**src/rtl/bcd_pkg.sv**
```systemverilog
// Shared BCD definitions: converter FSM states, digit constants and digit check.
package bcd_pkg;
  typedef enum logic [1:0] {IDLE, RUN, DONE} state_t;

  localparam int         BCD_DIGIT_W   = 4;
  localparam logic [3:0] BCD_MAX_DIGIT = 4'd9;

  function automatic logic digit_valid(input logic [BCD_DIGIT_W-1:0] d);
    return d <= BCD_MAX_DIGIT;
  endfunction
endpackage

```
**src/rtl/bcd_digit_corr.sv**
```systemverilog
// One BCD digit correction for reverse double-dabble: subtract 3 when the digit is >= 8.
module bcd_digit_corr
  import bcd_pkg::*;
(
  input  logic [BCD_DIGIT_W-1:0] i_digit,
  output logic [BCD_DIGIT_W-1:0] o_digit
);
  assign o_digit = i_digit[BCD_DIGIT_W-1] ? i_digit - 4'd3 : i_digit;
endmodule

```
**src/rtl/bcd_to_bin.sv**
```systemverilog
// Iterative BCD-to-binary converter, one shift-and-correct step per clock.
// Define BCD_CHECK_EN to reject invalid digits at start (err=1, no conversion).
module bcd_to_bin
  import bcd_pkg::*;
#(
  parameter int DIGITS = 4,
  parameter int BIN_W  = 14
) (
  input  logic                          clock,
  input  logic                          clear_n,
  input  logic                          start,
  input  logic [BCD_DIGIT_W*DIGITS-1:0] bcd_in,
  output logic                          busy,
  output logic                          done,
  output logic [BIN_W-1:0]              bin_out,
  output logic                          err
);
  localparam int BCD_W  = BCD_DIGIT_W * DIGITS;
  localparam int WORK_W = BCD_W + BIN_W;
  localparam int CNT_W  = $clog2(BIN_W + 1);

  state_t             r_state, w_next;
  logic [WORK_W-1:0]  r_work;
  logic [WORK_W-1:0]  w_shift, w_step;
  logic [CNT_W-1:0]   r_cnt;
  logic [BIN_W-1:0]   r_bin;
  logic               r_err;
  logic               w_last;
  logic               w_bad;

  // Working register is {bcd_field, bin_field}; bcd LSB falls into bin MSB.
  assign w_shift = r_work >> 1;
  assign w_step[BIN_W-1:0] = w_shift[BIN_W-1:0];

  for (genvar g = 0; g < DIGITS; g++) begin : g_corr
    bcd_digit_corr u_corr (
      .i_digit (w_shift[BIN_W + g*BCD_DIGIT_W +: BCD_DIGIT_W]),
      .o_digit (w_step [BIN_W + g*BCD_DIGIT_W +: BCD_DIGIT_W])
    );
  end

  assign w_last = (r_cnt == CNT_W'(BIN_W - 1));

`ifdef BCD_CHECK_EN
  always_comb begin
    w_bad = 1'b0;
    for (int i = 0; i < DIGITS; i++)
      if (!digit_valid(bcd_in[i*BCD_DIGIT_W +: BCD_DIGIT_W])) w_bad = 1'b1;
  end
`else
  assign w_bad = 1'b0;
`endif

  always_ff @(posedge clock) begin
    if (!clear_n) r_state <= IDLE;
    else          r_state <= w_next;
  end

  always_comb begin
    w_next = r_state;
    case (r_state)
      IDLE:    if (start) w_next = w_bad ? DONE : RUN;
      RUN:     if (w_last) w_next = DONE;
      DONE:    w_next = IDLE;
      default: w_next = IDLE;
    endcase
  end

  always_ff @(posedge clock) begin
    if (!clear_n) begin
      r_work <= '0;
      r_cnt  <= '0;
      r_bin  <= '0;
      r_err  <= 1'b0;
    end else begin
      case (r_state)
        IDLE: if (start) begin
          r_work <= {bcd_in, {BIN_W{1'b0}}};
          r_cnt  <= '0;
          if (w_bad) begin
            r_bin <= '0;
            r_err <= 1'b1;
          end
        end
        RUN: begin
          r_work <= w_step;
          r_cnt  <= r_cnt + 1'b1;
          if (w_last) begin
            r_bin <= w_step[BIN_W-1:0];
            r_err <= 1'b0;
          end
        end
        default: ;
      endcase
    end
  end

  assign busy    = (r_state == RUN);
  assign done    = (r_state == DONE);
  assign bin_out = r_bin;
  assign err     = r_err;
endmodule

```
**config.mk**
```make
export PLATFORM = sky130hd
export DESIGN_NAME = bcd_to_bin
export DESIGN_NICKNAME = d
export VERILOG_FILES = /design/src/rtl/bcd_pkg.sv /design/src/rtl/bcd_digit_corr.sv /design/src/rtl/bcd_to_bin.sv
export SDC_FILE = /design/constraint.sdc
export NUM_CORES = 1
export LEC_CHECK = 0
export BUFFER_PORTS_ARGS = -buffer_cell sky130_fd_sc_hd__buf_2
export CAP_MARGIN = 20
export CORE_MARGIN = 4
export CORE_UTILIZATION = 60
export CTS_CLUSTER_DIAMETER = 40
export DETAILED_ROUTE_END_ITERATION = 8
export GPL_ROUTABILITY_DRIVEN = 1
export PLACE_DENSITY = 0.84
export SLEW_MARGIN = 15
export SYNTH_ARGS = -nofsm -noshare
export SYNTH_HDL_FRONTEND = slang
export SYNTH_SLANG_ARGS = --single-unit
```
**constraint.sdc**
```tcl
create_clock -name clock -period 2.5 [get_ports clock]
set_input_delay 0.25 -clock clock [delete_from_list [all_inputs] [get_ports clock]]
set_output_delay 0.25 -clock clock [all_outputs]
set_load 0.05 [all_outputs]
```
## After elaboration in Yosys (flattened, before gate mapping)

Index checks and enable logic that the tools add are counted.
W data, S select, Z words.

| word-level totals | value |
|---|---|
| bits in registers | 50 |
| logic and storage cells | 28 |
| input bits | 19 |
| output and inout port bits | 17 |

| cells by class | value |
|---|---|
| mux-type cells | 10 |
| reduce and logical (&&, ||, !) cells | 5 |
| equal/unequal tests | 5 |
| add/sub/neg operators | 4 |

Operators by type and width:

| kind | number |
|---|---|
| $pmux W30 S2 | 1 |
| $mux W30 | 1 |
| $mux W4 | 4 |
| $sub A4 B2 Y4 const B | 3 |
| $pmux W4 S2 | 1 |
| $reduce_and A2 Y1 | 3 |
| $add A4 B1 Y4 const B | 1 |
| $eq A4 B4 Y1 const B | 1 |
| $mux W2 | 2 |
| $pmux W2 S2 | 1 |
| $eq A2 B1 Y1 const B | 1 |
| $eq A2 B2 Y1 const B | 1 |
| $logic_not A2 Y1 | 1 |
| $ne A2 B1 Y1 const B | 1 |
| $ne A2 B2 Y1 const B | 1 |
| $reduce_bool A2 Y1 | 1 |

## Logic depth before layout (Yosys ltp)

| logic depth | value |
|---|---|
| word-level depth | 3 |
| mapped depth | 7 |
| depth with buffers taken out | 6 |

## Modules after synthesis

A second synthesis with hierarchy kept.

| second synthesis, totals | value |
|---|---|
| cell total of the unflattened synthesis | 240 |
| area total of the unflattened synthesis | 2285.9 sq um |

Modules (own cells, without submodules):

| module | sequential area each (sq um) | instances | cells an instance | area each (sq um) |
|---|---|---|---|---|
| bcd_to_bin | 980.9 | 1 | 212 | 2035.7 |
| bcd_digit_corr | 0.0 | 4 | 7 | 62.6 |

## Worst setup path after synthesis

OpenSTA, ideal clock, no wires.

| path | value |
|---|---|
| kind | flip-flop to output port |
| start point | register r_state[0] |
| end point | output done |
| setup slack | 1.014 ns |
| cell stages (with the launch flop) | 4 |
| data required time | 2.250 ns |
| buffers on the path | 2 |
| data arrival time | 1.236 ns |
| cells stage by stage | dfxtp_1 buf_6 buf_2 nor2_1 |

| between the ends | value |
|---|---|
| longest elaborated chain between the ends | 1 |

Ends and longest elaborated chain:

| what | RTL line | text |
|---|---|---|
| start: declaration | bcd_to_bin.sv:22 | `state_t r_state, w_next;` |
| start signal: assignment | bcd_to_bin.sv:56 | `else r_state <= w_next;` |
| $eq A2 B2 Y1 | bcd_to_bin.sv:99 | `assign done = (r_state == DONE);` |
| end: declaration | bcd_to_bin.sv:14 | `output logic done,` |

No other way between the ends.

## Worst setup path after layout

| path | value |
|---|---|
| start point | register r_state[1] |
| end point | output busy |

| between the ends | value |
|---|---|
| longest elaborated chain between the ends | 1 |

Ends and longest elaborated chain:

| what | RTL line | text |
|---|---|---|
| $eq A2 B1 Y1 | bcd_to_bin.sv:98 | `assign busy = (r_state == RUN);` |
| end: declaration | bcd_to_bin.sv:13 | `output logic busy,` |

No other way between the ends.

==> flow_summary.ini <==
[run_status]
status = finished, final reports clean

[setup_path]
critPathBufInv = 2
cp-start-kind = flop
endpoint_kind = primary output
crit_slowest_cell = nor2b_4
crit_type = reg -> out
cp.depth = 3
crit_chain = buf_4 > nor2b_4 > buf_2
slowest_delay_ns = 0.37
worst-path-max-fanout = 17
cpLargestDelayFamily = buffers and inverters
worstPathArrival_ns = 1.54
worstPathRequired_ns = 2.25
ff2ff_path_depth = 6

[finish]
drive_gt1_frac = 0.199
fillers = 315
final_cell_area_um2 = 2470
syn_to_final_growth_pct = 9.46
fin_nets = 295
diodes = 0
final-instance-count-excl-fill = 320

[pwr]
p_int_w = 0.00113
switchingPower_w = 0.000374
switching_share = 0.248
power_frac_clock = 0.335
powerDensity_nw_per_um2 = 610
leakage_nw = 1.04
p_total_w = 0.00151
combPwrFrac = 0.111
peakVddDrop_uv = 422
power_frac_seq = 0.554

[clock_tree]
postCtsSetupRepairBufs = 0
cts.repair.resized = 0
cts_hold_buf = 0
cts_tree = yes
cts_buffers = 5
clk_pin_slew_ns = 0.09
cts.sinks = 49
cts-htree-levels = 2
insertion_delay_ns = 0.30
clockBufferDepth = 2
cts_root_buf = clkbuf_8

[die]
ios = 36
start_util = 0.618
die_height_um = 69.4
dieWidth_um = 69.4
row_count = 22
dieArea_um2 = 4810
core_area_um2 = 3660

[timing]
fin_crit_ns = 1.79
hold_viol = 0
slew_headroom = 0.650
worst_slew_pin_slew_ns = 0.524
setup_tns_ns = 0
finalSetupViolations = 0
holdWs_ns = 0.223
finClkSkew_ns = 0.00322
grt_setup_unrepaired = false
fmax_mhz = 558
finalCritPeriodShare = 0.716
final_max_slew_viol_count = 0

[drt]
dr_total_vias = 1784
viasPerCell = 5.58
wire_per_inst_um = 13.7
detail-route-antenna-nets = 0
drc = 0
wirelength_um = 4380
drt_iter0_drc = 122
first_pass_iters = 4

[min_path]
hold_class = in -> reg
holdPathStages = 3

[synth]
synth_top_cell_by_area = dfxtp_1
synthTopCellsByArea = dfxtp_1, nand2_1, a22o_1, a21boi_0, buf_6
yosysTopAreaCellShare = 0.434
syn_inst = 246
ys_seq_area_frac = 0.434
syn_area_um2 = 2260
synth_edf_count = 0
async_flop_share = 0
yosysMostFrequentCell = dfxtp_1
synthesis.nets = 270
yosys_most_used_dff = dfxtp_1
yosysWarnings = 0
ys_ff_latch = 49
syn-mean-instance-area_um2 = 9.19
synth.distinct_cells = 39
netlist_top_cells_count = dfxtp_1, nand2_1, a22o_1, a21boi_0, nor2_1

[grt]
grt_overflow_total = 0
grt_use_met2 = 0.301
antenna_found_initial = 0
met3_usage = 0.0362
busiest_layer = met2
grt_pass1_wl_um = 7310
grt.total_usage = 0.182
grt_use_met1 = 0.241
grt_max_degree = 26
grt_pass1_vias = 1653

[placed_design]
postPlaceCellArea_um2 = 2370
gp_congestion = 0.791
port_buffers = 34
place_inst = 312
dp_hpwl_um = 2860

[flow_run]
cap_violations = 0
[per-stage QoR]
step           setup WS [ns]  utilization
2_1_floorplan           1.01            -
4_1_cts                0.707        0.676
3_5_place_dp           0.891        0.648
5_1_grt                0.626        0.676
3_3_place_gp           0.997        0.648
6_report               0.709        0.676
[layout make-up]
cell class | count | area, µm² | area share
clock inverter | 1 | 5.00 | 0.00202
multi-input combinational | 174 | 1120 | 0.455
tap | 48 | 60.1 | 0.0243
inverter | 4 | 15.0 | 0.00607
timing repair buffer | 37 | 193 | 0.0779
sequential | 49 | 981 | 0.396
clock buffer | 7 | 96.3 | 0.0389
[sequential cells by signal, summed over array words and instances, names as in the netlist]
register and flops:
r_work 29, r_cnt 4, bin_out 14, r_state 2
[layer usage]
metal	wire (µm)	share of wire	vias up
met5	0	0	-
met4	33	0.0075	0
met3	236	0.054	4
met2	2070	0.47	45
met1	2030	0.46	837
li1	-	-	898
[power groups by stage]
stage          clock network (W)  registers [W]  logic [W]
2_1_floorplan                  0       0.000846   0.000143
5_1_grt                 0.000536       0.000840   0.000187
3_3_place_gp                   0       0.000853   0.000163
4_1_cts                 0.000507       0.000836   0.000168
3_5_place_dp                   0       0.000854   0.000166
6_report                0.000506       0.000836   0.000167
[worst reg2reg max path, delay by kind of cell (launching register included)]
kind            cells  cell delay [ns]
buf+inv             1             0.06
compound gates      1             0.19
flops               1             0.38
simple gates        3             0.69
fa+ha+maj           1             0.21
[cells in the final DEF (no fill, tap or decap), types with 2 or more instances in the layout]
master / Yosys / layout
nor2b_4: 2 / 2
a21oi_1: 10 / 10
xnor2_1: 5 / 5
and2_1: 2 / 2
inv_1: 4 / 4
a31oi_1: 4 / 4
clkbuf_8: 0 / 7
a22oi_1: 3 / 3
nor2b_1: 5 / 5
nand3_1: 4 / 4
nor2_1: 13 / 13
a21boi_1: 4 / 4
o221a_2: 2 / 2
nand2b_1: 5 / 5
buf_2: 7 / 34
o22ai_1: 4 / 4
a21boi_0: 13 / 13
dfxtp_1: 49 / 49
o21ai_0: 8 / 8
nand2_1: 46 / 46
nor3b_1: 3 / 3
ha_1: 5 / 5
o211a_1: 3 / 3
a22o_1: 15 / 15
buf_4: 4 / 3
mux2i_1: 6 / 6
[logic make-up after synthesis]
logic type      Yosys count  synth area share
mux                       6            0.0266
simple gates             85             0.185
compound gates           71             0.233
buf+inv                  23            0.0686
flops                    49             0.434
xor+xnor                  6            0.0232
fa+ha+maj                 5            0.0277
other cells               1           0.00166
[worst paths after layout]
path,start,end,slack (ns)
max,r_state[1]$_SDFFE_PN0P_,busy,0.71
min,bcd_in[10],r_work[24]$_SDFFE_PN0P_,0.22
max reg2reg,r_cnt[1]$_SDFFE_PN0P_,bin_out[8]$_SDFFE_PN0P_,0.91
min reg2reg,bin_out[0]$_SDFFE_PN0P_,bin_out[0]$_SDFFE_PN0P_,0.46
Note: power is estimated with default switching activity, not from simulation.
